`src/rtl/decode_pkg.sv`:
```
// ---------------------------------------------------------------------------
// decode_pkg : shared types, opcode constants and field helpers for decode
// Revision   : 1.0 initial release
// ---------------------------------------------------------------------------
`default_nettype none

package decode_pkg;

  typedef enum logic [0:0] {
    S_DECODE = 1'b0,
    S_IMM    = 1'b1
  } state_e;

  localparam logic [4:0] OP_NOP = 5'b00000;
  localparam logic [4:0] OP_ADD = 5'b00101;
  localparam logic [4:0] OP_LDD = 5'b10000;
  localparam logic [4:0] OP_LDM = 5'b11000;

  localparam int OPC_MSB  = 15;
  localparam int OPC_LSB  = 11;
  localparam int RDST_MSB = 10;
  localparam int RDST_LSB = 8;
  localparam int RS1_MSB  = 7;
  localparam int RS1_LSB  = 5;
  localparam int RS2_MSB  = 4;
  localparam int RS2_LSB  = 2;

  function automatic logic is_two_word(input logic [4:0] op);
    return (op[4:3] == 2'b11);
  endfunction

  function automatic logic is_mem_read(input logic [4:0] op);
    return (op[4:3] == 2'b10);
  endfunction

endpackage

`default_nettype wire

```
`src/rtl/decode_stage_hazard_detect.sv`:
```
// ---------------------------------------------------------------------------
// hazard_detect : load-use compare of the EX destination against ID sources
// Revision      : 1.0 initial release
// ---------------------------------------------------------------------------
`default_nettype none

module hazard_detect
  import decode_pkg::*;
(
  input  logic       ex_mem_read_i,
  input  logic [2:0] ex_rdst_i,
  input  logic [4:0] opcode_i,
  input  logic [2:0] rsrc1_i,
  input  logic [2:0] rsrc2_i,
  output logic       hazard_o
);

  // A NOP never consumes registers, so it can never wait on a load.
  assign hazard_o = ex_mem_read_i && (opcode_i != OP_NOP) &&
                    ((ex_rdst_i == rsrc1_i) || (ex_rdst_i == rsrc2_i));

endmodule

`default_nettype wire

```
`src/rtl/decode_stage.sv`:
```
// ---------------------------------------------------------------------------
// decode_stage : decodes fetch words into ID/EX, handles stalls/flushes/imm
// Revision     : 1.0 initial release
// ---------------------------------------------------------------------------
`default_nettype none

module decode_stage
  import decode_pkg::*;
#(
  parameter int PC_W    = 32,
  parameter int INSTR_W = 16,
  parameter int CNT_W   = 16
) (
  input  logic               clk,
  input  logic               reset,
  input  logic [INSTR_W-1:0] instruction_r,
  input  logic [PC_W-1:0]    pc_plus_one_r,
  input  logic               ex_mem_read,
  input  logic [2:0]         ex_rdst,
  input  logic               branch_taken,
  output logic               pc_write,
  output logic               clear_instruction,
  output logic               id_ex_valid,
  output logic [4:0]         id_ex_opcode,
  output logic [2:0]         id_ex_rdst,
  output logic [2:0]         id_ex_rsrc1,
  output logic [2:0]         id_ex_rsrc2,
  output logic [INSTR_W-1:0] id_ex_imm,
  output logic [PC_W-1:0]    id_ex_pc_plus_one,
  output logic [CNT_W-1:0]   stall_count
);

  state_e             state_q;
  logic               valid_q;
  logic [4:0]         opcode_q;
  logic [2:0]         rdst_q, rsrc1_q, rsrc2_q;
  logic [INSTR_W-1:0] imm_q;
  logic [PC_W-1:0]    pc_q;
  logic [CNT_W-1:0]   stall_count_q, stall_count_d;

  logic [4:0]         hdr_opcode_q;
  logic [2:0]         hdr_rdst_q, hdr_rsrc1_q, hdr_rsrc2_q;
  logic [PC_W-1:0]    hdr_pc_q;

  logic [4:0]         w_opcode;
  logic [2:0]         w_rdst, w_rsrc1, w_rsrc2;
  logic               w_hazard;
  logic               w_stall;
  logic [1:0]         w_unused_bits;

  assign w_opcode      = instruction_r[OPC_MSB:OPC_LSB];
  assign w_rdst        = instruction_r[RDST_MSB:RDST_LSB];
  assign w_rsrc1       = instruction_r[RS1_MSB:RS1_LSB];
  assign w_rsrc2       = instruction_r[RS2_MSB:RS2_LSB];
  assign w_unused_bits = instruction_r[1:0];

  hazard_detect u_hazard (
    .ex_mem_read_i (ex_mem_read),
    .ex_rdst_i     (ex_rdst),
    .opcode_i      (w_opcode),
    .rsrc1_i       (w_rsrc1),
    .rsrc2_i       (w_rsrc2),
    .hazard_o      (w_hazard)
  );

  // The word in S_IMM is raw immediate data, so it is never hazard-checked.
  assign w_stall           = !reset && !branch_taken && (state_q == S_DECODE) && w_hazard;
  assign pc_write          = !w_stall;
  assign clear_instruction = !reset && branch_taken;
  assign stall_count_d     = (stall_count_q == {CNT_W{1'b1}}) ? stall_count_q
                                                              : stall_count_q + 1'b1;

  always_ff @(posedge clk) begin
    if (reset || branch_taken) begin
      state_q      <= S_DECODE;
      valid_q      <= 1'b0;
      opcode_q     <= '0;
      rdst_q       <= '0;
      rsrc1_q      <= '0;
      rsrc2_q      <= '0;
      imm_q        <= '0;
      pc_q         <= '0;
      hdr_opcode_q <= '0;
      hdr_rdst_q   <= '0;
      hdr_rsrc1_q  <= '0;
      hdr_rsrc2_q  <= '0;
      hdr_pc_q     <= '0;
      if (reset) stall_count_q <= '0;
    end else begin
      valid_q  <= 1'b0;
      opcode_q <= '0;
      rdst_q   <= '0;
      rsrc1_q  <= '0;
      rsrc2_q  <= '0;
      imm_q    <= '0;
      pc_q     <= '0;
      case (state_q)
        S_IMM: begin
          valid_q  <= 1'b1;
          opcode_q <= hdr_opcode_q;
          rdst_q   <= hdr_rdst_q;
          rsrc1_q  <= hdr_rsrc1_q;
          rsrc2_q  <= hdr_rsrc2_q;
          imm_q    <= instruction_r;
          pc_q     <= hdr_pc_q;
          state_q  <= S_DECODE;
        end
        default: begin
          if (w_hazard) begin
            stall_count_q <= stall_count_d;
          end else if (w_opcode == OP_NOP) begin
            state_q <= S_DECODE;
          end else if (is_two_word(w_opcode)) begin
            hdr_opcode_q <= w_opcode;
            hdr_rdst_q   <= w_rdst;
            hdr_rsrc1_q  <= w_rsrc1;
            hdr_rsrc2_q  <= w_rsrc2;
            hdr_pc_q     <= pc_plus_one_r;
            state_q      <= S_IMM;
          end else begin
            valid_q  <= 1'b1;
            opcode_q <= w_opcode;
            rdst_q   <= w_rdst;
            rsrc1_q  <= w_rsrc1;
            rsrc2_q  <= w_rsrc2;
            pc_q     <= pc_plus_one_r;
          end
        end
      endcase
    end
  end

  assign id_ex_valid       = valid_q;
  assign id_ex_opcode      = opcode_q;
  assign id_ex_rdst        = rdst_q;
  assign id_ex_rsrc1       = rsrc1_q;
  assign id_ex_rsrc2       = rsrc2_q;
  assign id_ex_imm         = imm_q;
  assign id_ex_pc_plus_one = pc_q;
  assign stall_count       = stall_count_q;

endmodule

`default_nettype wire

```
`config.mk`:
```
export PLATFORM = sky130hd
export DESIGN_NAME = decode_stage
export DESIGN_NICKNAME = d
export VERILOG_FILES = /design/src/rtl/decode_pkg.sv /design/src/rtl/decode_stage_hazard_detect.sv /design/src/rtl/decode_stage.sv
export SDC_FILE = /design/constraint.sdc
export NUM_CORES = 1
export LEC_CHECK = 0
export ABC_AREA = 1
export ABC_CLOCK_PERIOD_IN_PS = 3300
export CAP_MARGIN = 20
export CORE_UTILIZATION = 25
export CTS_CLUSTER_DIAMETER = 120
export DETAILED_ROUTE_END_ITERATION = 16
export GPL_ROUTABILITY_DRIVEN = 0
export PLACE_DENSITY = 0.54
export REMOVE_ABC_BUFFERS = 1
export SLEW_MARGIN = 15
export SYNTH_ARGS = -nofsm -noshare
export SYNTH_HDL_FRONTEND = slang
export SYNTH_HIERARCHICAL = 1
export SYNTH_SLANG_ARGS = --single-unit
```
`constraint.sdc`:
```
create_clock -name clk -period 3.3 [get_ports clk]
set_clock_uncertainty 0.2 [all_clocks]
set_input_delay 0.495 -clock clk [delete_from_list [all_inputs] [get_ports clk]]
set_output_delay 0.495 -clock clk [all_outputs]
set_load 0.01 [all_outputs]
```
==> flow_metrics.tcl <==
set metrics [dict create \
    netlist_area_um2 4780 \
    layout_commonest_cell "clkdlybuf4s50_1" \
    die_w_um 140 \
    hold_violations 0 \
    fin_crit_sh 0.903 \
    post_cts_buffers 0 \
    crit_required_ns 2.60 \
    rr_startpoint "stall_count[0]" \
    dp_slack_ns 0.319 \
    syn_inst 600 \
    yosys-top-cells-area "dfxtp_1, nor2_1, edfxtp_1" \
    drtIter0Drc 137 \
    vias 4098 \
    avgSynthCellArea_um2 7.96 \
    fill_cells 1949 \
    p_clk_frac 0.478 \
    p_sw_uw 890 \
    fin_tns_setup_ns 0 \
    hold_path_end "id_ex_pc_plus_one[25]" \
    outcome "finished, final reports clean" \
    root_buffer "clkbuf_16" \
    worstSetupEndpointType "output port" \
    dr.pass1.iters 4 \
    coreArea_um2 18700 \
    place_area_um2 6340 \
    yosysSeqAreaShare 0.562 \
    reg2reg_depth 7 \
    hpwl_um 8040 \
    grt_pass1_wl_um 20200 \
    swShare 0.231 \
    most-common-layout-cells "clkdlybuf4s50_1, nor2_1, dfxtp_1, nand2_1, inv_1" \
    postRouteAntennaNets 0 \
    drcViolationCount 0 \
    grt_pass1_vias 3897 \
    finalMaxSlewViolations 0 \
    ys_ff_latch 126 \
    yosys_warnings 6 \
    routedWlPerCell_um 12.5 \
    start_util 0.255 \
    die_area_um2 19700 \
    track_usage 0.134 \
    fmax_ghz 0.336 \
    clkSinkCount 126 \
    wl_um 12300 \
    fin_ws_ns 0.320 \
    synth_top_area_share 0.461 \
    ctsResizeCount 0 \
    min_path_cells 2 \
    cp.arrival_ns 2.29 \
    grt_max_degree 64 \
    final_cells 983 \
    htreeDepth 4 \
    start_kind "input pin" \
    rsz0062_at_grt "no" \
    finish.utilization 0.370 \
    reg2reg_slack_ns 1.37 \
    reg2reg_to "stall_count[6]" \
    powerDensity_nw_per_um2 555 \
    drive_above_1_share 0.0601 \
    ios 136 \
    synth_cell_types 27 \
    fin_nets 792 \
    combPwrFrac 0.093 \
    slew_headroom 0.542 \
    pwr-share-seq 0.429 \
    dp_cells 951 \
    cap_violations 0 \
    clk_pin_slew_ns 0.06 \
    antenna_found_initial 0 \
    tritoncts "done" \
    period_needed_ns 2.98 \
    grt_overflow 0 \
    path_class "in2out" \
    holdCritPathClass "reg2reg" \
    hp-start "hdr_pc_q[25]" \
    area_growth_pct 45.1 \
    vias_per_cell 4.17 \
    cp_max_fo 5 \
    fin_area_um2 6930 \
    p_leak_uw 0.00287 \
    clk-insertion-delay-late_ns 0.41 \
    finalSetupViolCount 0 \
    rows 50 \
    die_height_um 140 \
    diodes 0 \
    cts_buffer_depth 2 \
    cts_hold_repair.buffers 0 \
    portBuffers 135 \
    peakVddDrop_uv 352 \
    tightest_slew_ns 0.688 \
    cts_buffers 17 \
    yosys.area.top_type "dfxtp_1" \
    internal_power_uw 2950 \
]
==> critical path, cell delays in order <==
cell             delay, ns
clkdlybuf4s50_1       0.49
nor2_1                0.13
nand2_1               0.07
o21ai_0               0.28
a21oi_1               0.15
nand2_1               0.12
clkdlybuf4s50_1       0.55
==> metal layers <==
metal  vias up  wire [um]  global-route usage
met3        12        796              0.0554
met2       120       5340               0.209
li1       2147          -                   -
met4         0        138              0.0457
met5         -          0                   0
met1      1819       6010               0.168
==> kinds of logic after synthesis <==
group | Yosys count | synth area share
AND/OR/NAND/NOR | 253 | 0.211
flip-flops | 126 | 0.562
AO/OA/AOI/OAI | 110 | 0.118
buffers and inverters | 107 | 0.101
XOR/XNOR | 3 | 0.00550
adder cells (fa/ha/maj) | 1 | 0.00262
==> flip-flops by register name (all words and copies together) (netlist names) <==
register	flops
hdr_pc_q	32
id_ex_pc_plus_one	32
id_ex_imm	16
stall_count	16
hdr_opcode_q	5
id_ex_opcode	5
hdr_rdst_q	3
hdr_rsrc1_q	3
hdr_rsrc2_q	3
id_ex_rdst	3
id_ex_rsrc1	3
id_ex_rsrc2	3
id_ex_valid	1
state_q	1
==> cell usage after synthesis (all sizes together) <==
cell type	instances
o21ai	49
and2	1
inv	81
dfxtp	110
edfxtp	16
a21oi	54
o21bai	2
nand3	14
buf	24
clkbuf	2
nand4	7
ha	1
o22ai	2
o21a	2
nand2	95
xnor2	3
a21o	1
nor2	136
==> how the worst max path moves through the flow <==
stage / startpoint / end / cells past startpoint / slack [ns]
after floorplan: instruction_r[14] / hdr_opcode_q[2] / 8 / -0.52
after global placement: instruction_r[14] / pc_write / 7 / 0.31
after detailed placement: instruction_r[14] / pc_write / 7 / 0.32
after CTS: instruction_r[13] / pc_write / 7 / 0.31
after global routing: instruction_r[13] / pc_write / 7 / 0.17
final: instruction_r[14] / pc_write / 7 / 0.32
==> per-stage QoR <==
step | power, uW | hold WS, ns
floorplan | 1830 | 0.229
global placement | 2040 | 0.240
detailed placement | 2040 | 0.249
CTS | 3910 | 0.259
global route | 4030 | 0.276
finish | 3840 | 0.257
==> power groups by stage <==
stage               sequential [uW]  clock (uW)  combinational (uW)
global route                   1660        1980                 399
floorplan                      1690           0                 139
global placement               1680           0                 361
CTS                            1650        1900                 365
finish                         1650        1840                 358
detailed placement             1680           0                 363
==> area by class of cell <==
type                    instances  area, um^2  area share
flip-flops and latches        126        2680       0.387
multi-input cells             367        1610       0.232
repair buffers                143        1450       0.209
clock buffers                  24         513      0.0740
inverters                      81         304      0.0439
well taps                     234         293      0.0423
clock inverters                 8        77.6      0.0112
(Power assumes the default switching activity.)
